**src/rtl/color_filter_pipe.sv**
```systemverilog
// Three-stage per-pixel colour filter over a packed 3x3 RGB window.
// Modes: pass, invert, grayscale, sharpen, box blur; per-channel mask on the result.
module color_filter_pipe #(
  parameter int CW  = 4,
  parameter int LAT = 3,
  localparam int PW = 3 * CW
) (
  input  logic            clk,
  input  logic            reset,
  input  logic            en,
  input  logic            in_valid,
  input  logic [9*PW-1:0] color_data,
  input  logic [2:0]      mode,
  input  logic [2:0]      chan_mask,
  output logic            out_valid,
  output logic [PW-1:0]   filter_rgb_out,
  output logic [PW-1:0]   original_out
);

  // in_valid/out_valid only qualify data; there is no ready. en is the single
  // stall control and freezes every stage (data and valid bits) together.

  localparam int SW = CW + 4;   // unsigned sum of up to 9 channel values
  localparam int GW = CW + 8;   // one grayscale product term
  localparam int RW = CW + 12;  // signed result, wide enough for 513*MAX

  localparam logic [CW-1:0]        MAX    = {CW{1'b1}};
  localparam logic signed [RW-1:0] MAX_E  = RW'(MAX);
  localparam logic signed [RW-1:0] ZERO_E = '0;
  localparam logic signed [RW-1:0] K5     = RW'(5);
  localparam logic signed [RW-1:0] K57    = RW'(57);

  localparam logic [2:0] M_INVERT  = 3'd1;
  localparam logic [2:0] M_GRAY    = 3'd2;
  localparam logic [2:0] M_SHARPEN = 3'd3;
  localparam logic [2:0] M_BLUR    = 3'd4;

  // ---------------- Stage 1: unpack and form partial terms ----------------
  // win[slot][channel]; slot 0 centre, 1 left, 2 right, 3 up, 4 down, 5..8 diagonals.
  logic [CW-1:0] win [9][3];

  always_comb begin
    for (int s = 0; s < 9; s++) begin
      for (int ch = 0; ch < 3; ch++) begin
        win[s][ch] = color_data[(8 - s) * PW + (2 - ch) * CW +: CW];
      end
    end
  end

  logic [SW-1:0] n4_d [3];
  logic [SW-1:0] s9_d [3];
  logic [GW-1:0] gp_d [3];

  always_comb begin
    for (int ch = 0; ch < 3; ch++) begin
      n4_d[ch] = SW'(win[1][ch]) + SW'(win[2][ch]) + SW'(win[3][ch]) + SW'(win[4][ch]);
      s9_d[ch] = '0;
      for (int s = 0; s < 9; s++) begin
        s9_d[ch] = s9_d[ch] + SW'(win[s][ch]);
      end
    end
    gp_d[0] = GW'(win[0][0]) * GW'(77);
    gp_d[1] = GW'(win[0][1]) * GW'(150);
    gp_d[2] = GW'(win[0][2]) * GW'(29);
  end

  logic          s1_valid;
  logic [2:0]    s1_mode;
  logic [2:0]    s1_mask;
  logic [PW-1:0] s1_orig;
  logic [CW-1:0] s1_c  [3];
  logic [SW-1:0] s1_n4 [3];
  logic [SW-1:0] s1_s9 [3];
  logic [GW-1:0] s1_gp [3];

  always_ff @(posedge clk or posedge reset) begin
    if (reset) begin
      s1_valid <= 1'b0;
      s1_mode  <= '0;
      s1_mask  <= '0;
      s1_orig  <= '0;
      for (int ch = 0; ch < 3; ch++) begin
        s1_c[ch]  <= '0;
        s1_n4[ch] <= '0;
        s1_s9[ch] <= '0;
        s1_gp[ch] <= '0;
      end
    end else if (en) begin
      s1_valid <= in_valid;
      s1_mode  <= mode;
      s1_mask  <= chan_mask;
      s1_orig  <= color_data[9*PW-1 -: PW];
      for (int ch = 0; ch < 3; ch++) begin
        s1_c[ch]  <= win[0][ch];
        s1_n4[ch] <= n4_d[ch];
        s1_s9[ch] <= s9_d[ch];
        s1_gp[ch] <= gp_d[ch];
      end
    end
  end

  // ---------------- Stage 2: combine terms for the pixel's own mode ----------------
  logic signed [RW-1:0] res_d [3];
  logic signed [RW-1:0] gray_d;
  logic signed [RW-1:0] c_e;
  logic signed [RW-1:0] n4_e;
  logic signed [RW-1:0] s9_e;

  always_comb begin
    gray_d = (RW'(s1_gp[0]) + RW'(s1_gp[1]) + RW'(s1_gp[2])) >> 8;
    c_e    = '0;
    n4_e   = '0;
    s9_e   = '0;
    for (int ch = 0; ch < 3; ch++) begin
      c_e  = RW'(s1_c[ch]);
      n4_e = RW'(s1_n4[ch]);
      s9_e = RW'(s1_s9[ch]);
      case (s1_mode)
        M_INVERT:  res_d[ch] = MAX_E - c_e;
        M_GRAY:    res_d[ch] = gray_d;
        M_SHARPEN: res_d[ch] = K5 * c_e - n4_e;
        M_BLUR:    res_d[ch] = (s9_e * K57) >>> 9;
        default:   res_d[ch] = c_e;
      endcase
    end
  end

  logic                 s2_valid;
  logic [2:0]           s2_mask;
  logic [PW-1:0]        s2_orig;
  logic signed [RW-1:0] s2_res [3];

  always_ff @(posedge clk or posedge reset) begin
    if (reset) begin
      s2_valid <= 1'b0;
      s2_mask  <= '0;
      s2_orig  <= '0;
      for (int ch = 0; ch < 3; ch++) begin
        s2_res[ch] <= '0;
      end
    end else if (en) begin
      s2_valid <= s1_valid;
      s2_mask  <= s1_mask;
      s2_orig  <= s1_orig;
      for (int ch = 0; ch < 3; ch++) begin
        s2_res[ch] <= res_d[ch];
      end
    end
  end

  // ---------------- Stage 3: saturate, mask, register outputs ----------------
  logic [CW-1:0] sat_d [3];
  logic [PW-1:0] filt_d;

  always_comb begin
    filt_d = '0;
    for (int ch = 0; ch < 3; ch++) begin
      if (s2_res[ch] < ZERO_E) begin
        sat_d[ch] = '0;
      end else if (s2_res[ch] > MAX_E) begin
        sat_d[ch] = MAX;
      end else begin
        sat_d[ch] = s2_res[ch][CW-1:0];
      end
      filt_d[(2 - ch) * CW +: CW] = s2_mask[2 - ch] ? sat_d[ch] : '0;
    end
  end

  always_ff @(posedge clk or posedge reset) begin
    if (reset) begin
      out_valid      <= 1'b0;
      filter_rgb_out <= '0;
      original_out   <= '0;
    end else if (en) begin
      out_valid      <= s2_valid;
      filter_rgb_out <= filt_d;
      original_out   <= s2_orig;
    end
  end

  // Latency is structural: three register stages above.
  lat_fixed: assert property (@(posedge clk) LAT == 3)
    else $error("color_filter_pipe: LAT must be 3");

endmodule
```
**config.mk**
```make
export PLATFORM = sky130hd
export DESIGN_NAME = color_filter_pipe
export DESIGN_NICKNAME = d
export VERILOG_FILES = /design/src/rtl/color_filter_pipe.sv
export SDC_FILE = /design/constraint.sdc
export NUM_CORES = 1
export LEC_CHECK = 0
export BUFFER_PORTS_ARGS = -buffer_cell sky130_fd_sc_hd__buf_2
export CAP_MARGIN = 15
export CORE_MARGIN = 2
export CORE_UTILIZATION = 50
export DETAILED_ROUTE_END_ITERATION = 8
export PLACE_DENSITY = 0.69
export SYNTH_ARGS = -nofsm -noshare
export SYNTH_HDL_FRONTEND = slang
export SYNTH_SLANG_ARGS = --single-unit
export TNS_END_PERCENT = 30
```
**constraint.sdc**
```tcl
create_clock -name clk -period 7.7 [get_ports clk]
set_input_delay 0.77 -clock clk [delete_from_list [all_inputs] [get_ports clk]]
set_output_delay 0.77 -clock clk [all_outputs]
set_load 0.01 [all_outputs]
```
==> flow_summary.toml <==
[drt]
drt_first_iter_violations = 549
firstDrtPassIters = 5
drc = 0
ant_nets = 0
vias = 9801
viasPerCell = 5.17
wl_per_cell_um = 15.1
finalWirelength_um = 28600

[synthesis]
yosysUniqueCellTypes = 56
yosysSeqAreaShare_pct = 26.8
syn-num-nets = 1848
yosys_warnings = 0
netlist_area_um2 = 14500
synthCells = 1366
ys_ff_latch = 155
synth_edf_count = 0
syn_area_per_cell_um2 = 10.6
ys.flop_type = "dfrtp_1"
synthArstFlopShare_pct = 100

[layout]
final_nets = 1979
post-route-util_pct = 56.7
final_cells = 1894
diodes = 0
drive_gt1_share_pct = 16.6
area_growth_pct = 11.9

[pwr]
pwr-share-seq_pct = 19.1
intPower_uw = 3510
power_switching_uw = 3000
total_leakage_power_uw = 0.00833
vdd_drop_max_v = 0.000210
p_clk_share_pct = 13.6
p_comb_share_pct = 67.3
p_per_area_nw_per_um2 = 402
sw_frac_of_total_pct = 46.1

[sta]
final_hold_viol_count = 0
setup_viol = 0
finalClockSkew_ps = 7.52
relSlewSlack_pct = 32.5
min_period_ps = 4010
max_freq_ghz = 0.249
worstMarginPinSlew_ps = 1010
hold_slack_ps = 432
rsz0062_at_grt = "false"
final_max_slew_viol_count = 0
period_share_pct = 52.1
tns_ps = 0

[worst_setup_path]
cp_slowest_cell = "fa_1"
cpMostUsedCell = "fa_1"
crit_buf_inv = 5
critPathLaunchType = "input pin"
cp_top_family = "adder cells"
endpoint_kind = "flip-flop"
path_cells = "buf_2 -> inv_1 -> fa_1 -> inv_1 -> fa_1 -> fa_1 -> inv_1 -> fa_1 -> inv_1 -> fa_1 -> a21o_1 -> a21oi_1 -> xnor2_1 -> nand2_1 -> o21ai_0"
arrival_ps = 4360
crit_required_ps = 8050
path_max_fanout = 2
critPathKind = "input pin to flip-flop"
slowest_delay_ps = 540

[clock_network]
clock_latency_ps = 440
htree_levels = 4
post_cts_buffers = 0
cts-resized-gates = 0
cts.path.max_buffers = 2
cts_sinks = 155
path_clk_slew_ps = 70
cts_tree = "built"
cts_made_buffers = 17
clock-root-buffer = "clkbuf_16"
hold_buffers = 0

[place]
place_congestion = 0.833
dpl.hpwl_um = 22800
dp_cells = 1861
buffer_ports.inserted = 142

[floorplanning]
initial_core_util_pct = 50.6
die-area_um2 = 30300
chipHeight_um = 174
fp.dieW_um = 174
ios = 143
rows = 62
fp.coreArea_um2 = 28500

[grt]
grt_pass1_vias = 10300
antenna_found_initial = 0
grt_first_pass_wirelength_um = 49900
grt-ovfl-total = 0
grt_max_degree = 133
grtUsageTotal_pct = 20.2

[job]
maxCapViolCount = 0

[min_path]
hold_class = "input pin to async pin"

[run_status]
outcome = "completed"
-- layout by cell type (no fill, tap or decap), types with 4 or more instances in the layout --
| cell | netlist | routed |
|---|---|---|
| nand4_1 | 8 | 8 |
| nand2_1 | 60 | 60 |
| a21oi_1 | 64 | 64 |
| ha_1 | 206 | 206 |
| o211ai_1 | 15 | 15 |
| o21a_1 | 4 | 4 |
| buf_2 | 10 | 141 |
| mux2_2 | 65 | 65 |
| xor2_1 | 9 | 9 |
| xnor2_1 | 49 | 49 |
| nor3_1 | 11 | 11 |
| mux2i_1 | 4 | 4 |
| o21bai_1 | 11 | 11 |
| or4_1 | 5 | 5 |
| inv_6 | 0 | 6 |
| o21ai_0 | 72 | 72 |
| inv_1 | 272 | 271 |
| nor2b_1 | 13 | 13 |
| a22o_1 | 10 | 10 |
| o22ai_1 | 13 | 13 |
| dfrtp_1 | 155 | 155 |
| inv_8 | 0 | 4 |
| nand3_1 | 6 | 6 |
| fa_1 | 158 | 158 |
| a221oi_1 | 4 | 4 |
| a21o_1 | 24 | 24 |
| clkbuf_16 | 0 | 17 |
| nor2_1 | 29 | 29 |
| a221o_1 | 4 | 4 |
| a22oi_1 | 7 | 7 |
| a211oi_1 | 4 | 4 |
| a31oi_1 | 6 | 6 |
| and2_1 | 5 | 5 |
-- state kept, by name, indices dropped and copies added, names as in the netlist, 6 cells and up --
name and count:
s2_res 27, s1_gp 26, s1_s9 24, filter_rgb_out 12, original_out 12, s1_n4 12, s1_orig 12, s2_orig 12
n4_e 6
-- final timing paths --
check / from / slack, ps / cells after the start / to
hold reg to reg: out_valid / 500 / 1 / out_valid
max in group asynchronous: reset / 6060 / 4 / original_out[0]
hold / removal: reset / 430 / 2 / filter_rgb_out[6]
setup reg to reg: s1_s9[12] / 3820 / 12 / s2_res[18]
min in group clk: out_valid / 500 / 1 / out_valid
setup / recovery: color_data[7] / 3690 / 15 / s1_s9[14]
-- synthesized netlist by cell type, types with 7 or more instances --
cell type | instances | area share, %
inv_1 | 272 | 7.1
ha_1 | 206 | 18
fa_1 | 158 | 22
dfrtp_1 | 155 | 27
o21ai_0 | 72 | 2.5
mux2_2 | 65 | 5.1
a21oi_1 | 64 | 2.2
nand2_1 | 60 | 1.6
xnor2_1 | 49 | 3.0
nor2_1 | 29 | 0.75
a21o_1 | 24 | 1.2
clkbuf_1 | 21 | 0.55
o211ai_1 | 15 | 0.78
nor2b_1 | 13 | 0.56
o22ai_1 | 13 | 0.56
nor3_1 | 11 | 0.38
o21bai_1 | 11 | 0.57
a22o_1 | 10 | 0.61
buf_2 | 10 | 0.35
xor2_1 | 9 | 0.55
nand4_1 | 8 | 0.35
a22oi_1 | 7 | 0.36
-- power groups by stage --
| stage | sequential [µW] | clock, µW | combinational, µW |
|---|---|---|---|
| 2_1_floorplan | 1220 | 0 | 3370 |
| 3_3_place_gp | 1250 | 0 | 4250 |
| 3_5_place_dp | 1260 | 0 | 4360 |
| 4_1_cts | 1250 | 903 | 4430 |
| 5_1_grt | 1280 | 941 | 5080 |
| 6_report | 1240 | 887 | 4380 |
-- per-stage QoR --
stage | instance area [µm²] | setup WS, ps | total power (µW)
3_3_place_gp | 15500 | 3340 | 5500
2_1_floorplan | 14500 | 2750 | 4590
5_1_grt | 16200 | 3530 | 7310
6_report | 16200 | 3690 | 6510
4_1_cts | 16100 | 3680 | 6580
3_5_place_dp | 15500 | 3240 | 5620
-- cell families after synthesis --
logic type,Yosys count,share of synthesized area [%]
AOI/OAI and AO/OA,259,11.3
adders and majority gates,364,39.7
and+or+nand+nor,154,5.09
muxes,69,5.34
xor gates and xnor gates,59,3.63
DFF,155,26.8
buffers and inverters,306,8.04
-- cell type report --
cell class                      instances  area, µm²
Inverter                              272       1030
Fill cell                            2542      12400
Clock buffer                           18        439
Clock inverter                         14        174
Sequential cell                       155       3880
Tap cell                              384        480
Timing Repair Buffer                  146        767
Multi-Input combinational cell        905       9410
-- layer usage --
layer	share of wire [%]	track usage (%)	vias to the layer above	routed length (µm)
met3	3.9	3.28	32	1110
li1	-	-	4788	-
met4	1.4	4.45	0	400
met2	48	34.5	168	13800
met1	46	27.4	4813	13300
met5	0	0	-	0
No activity file was read; power rests on OpenSTA's default activity.
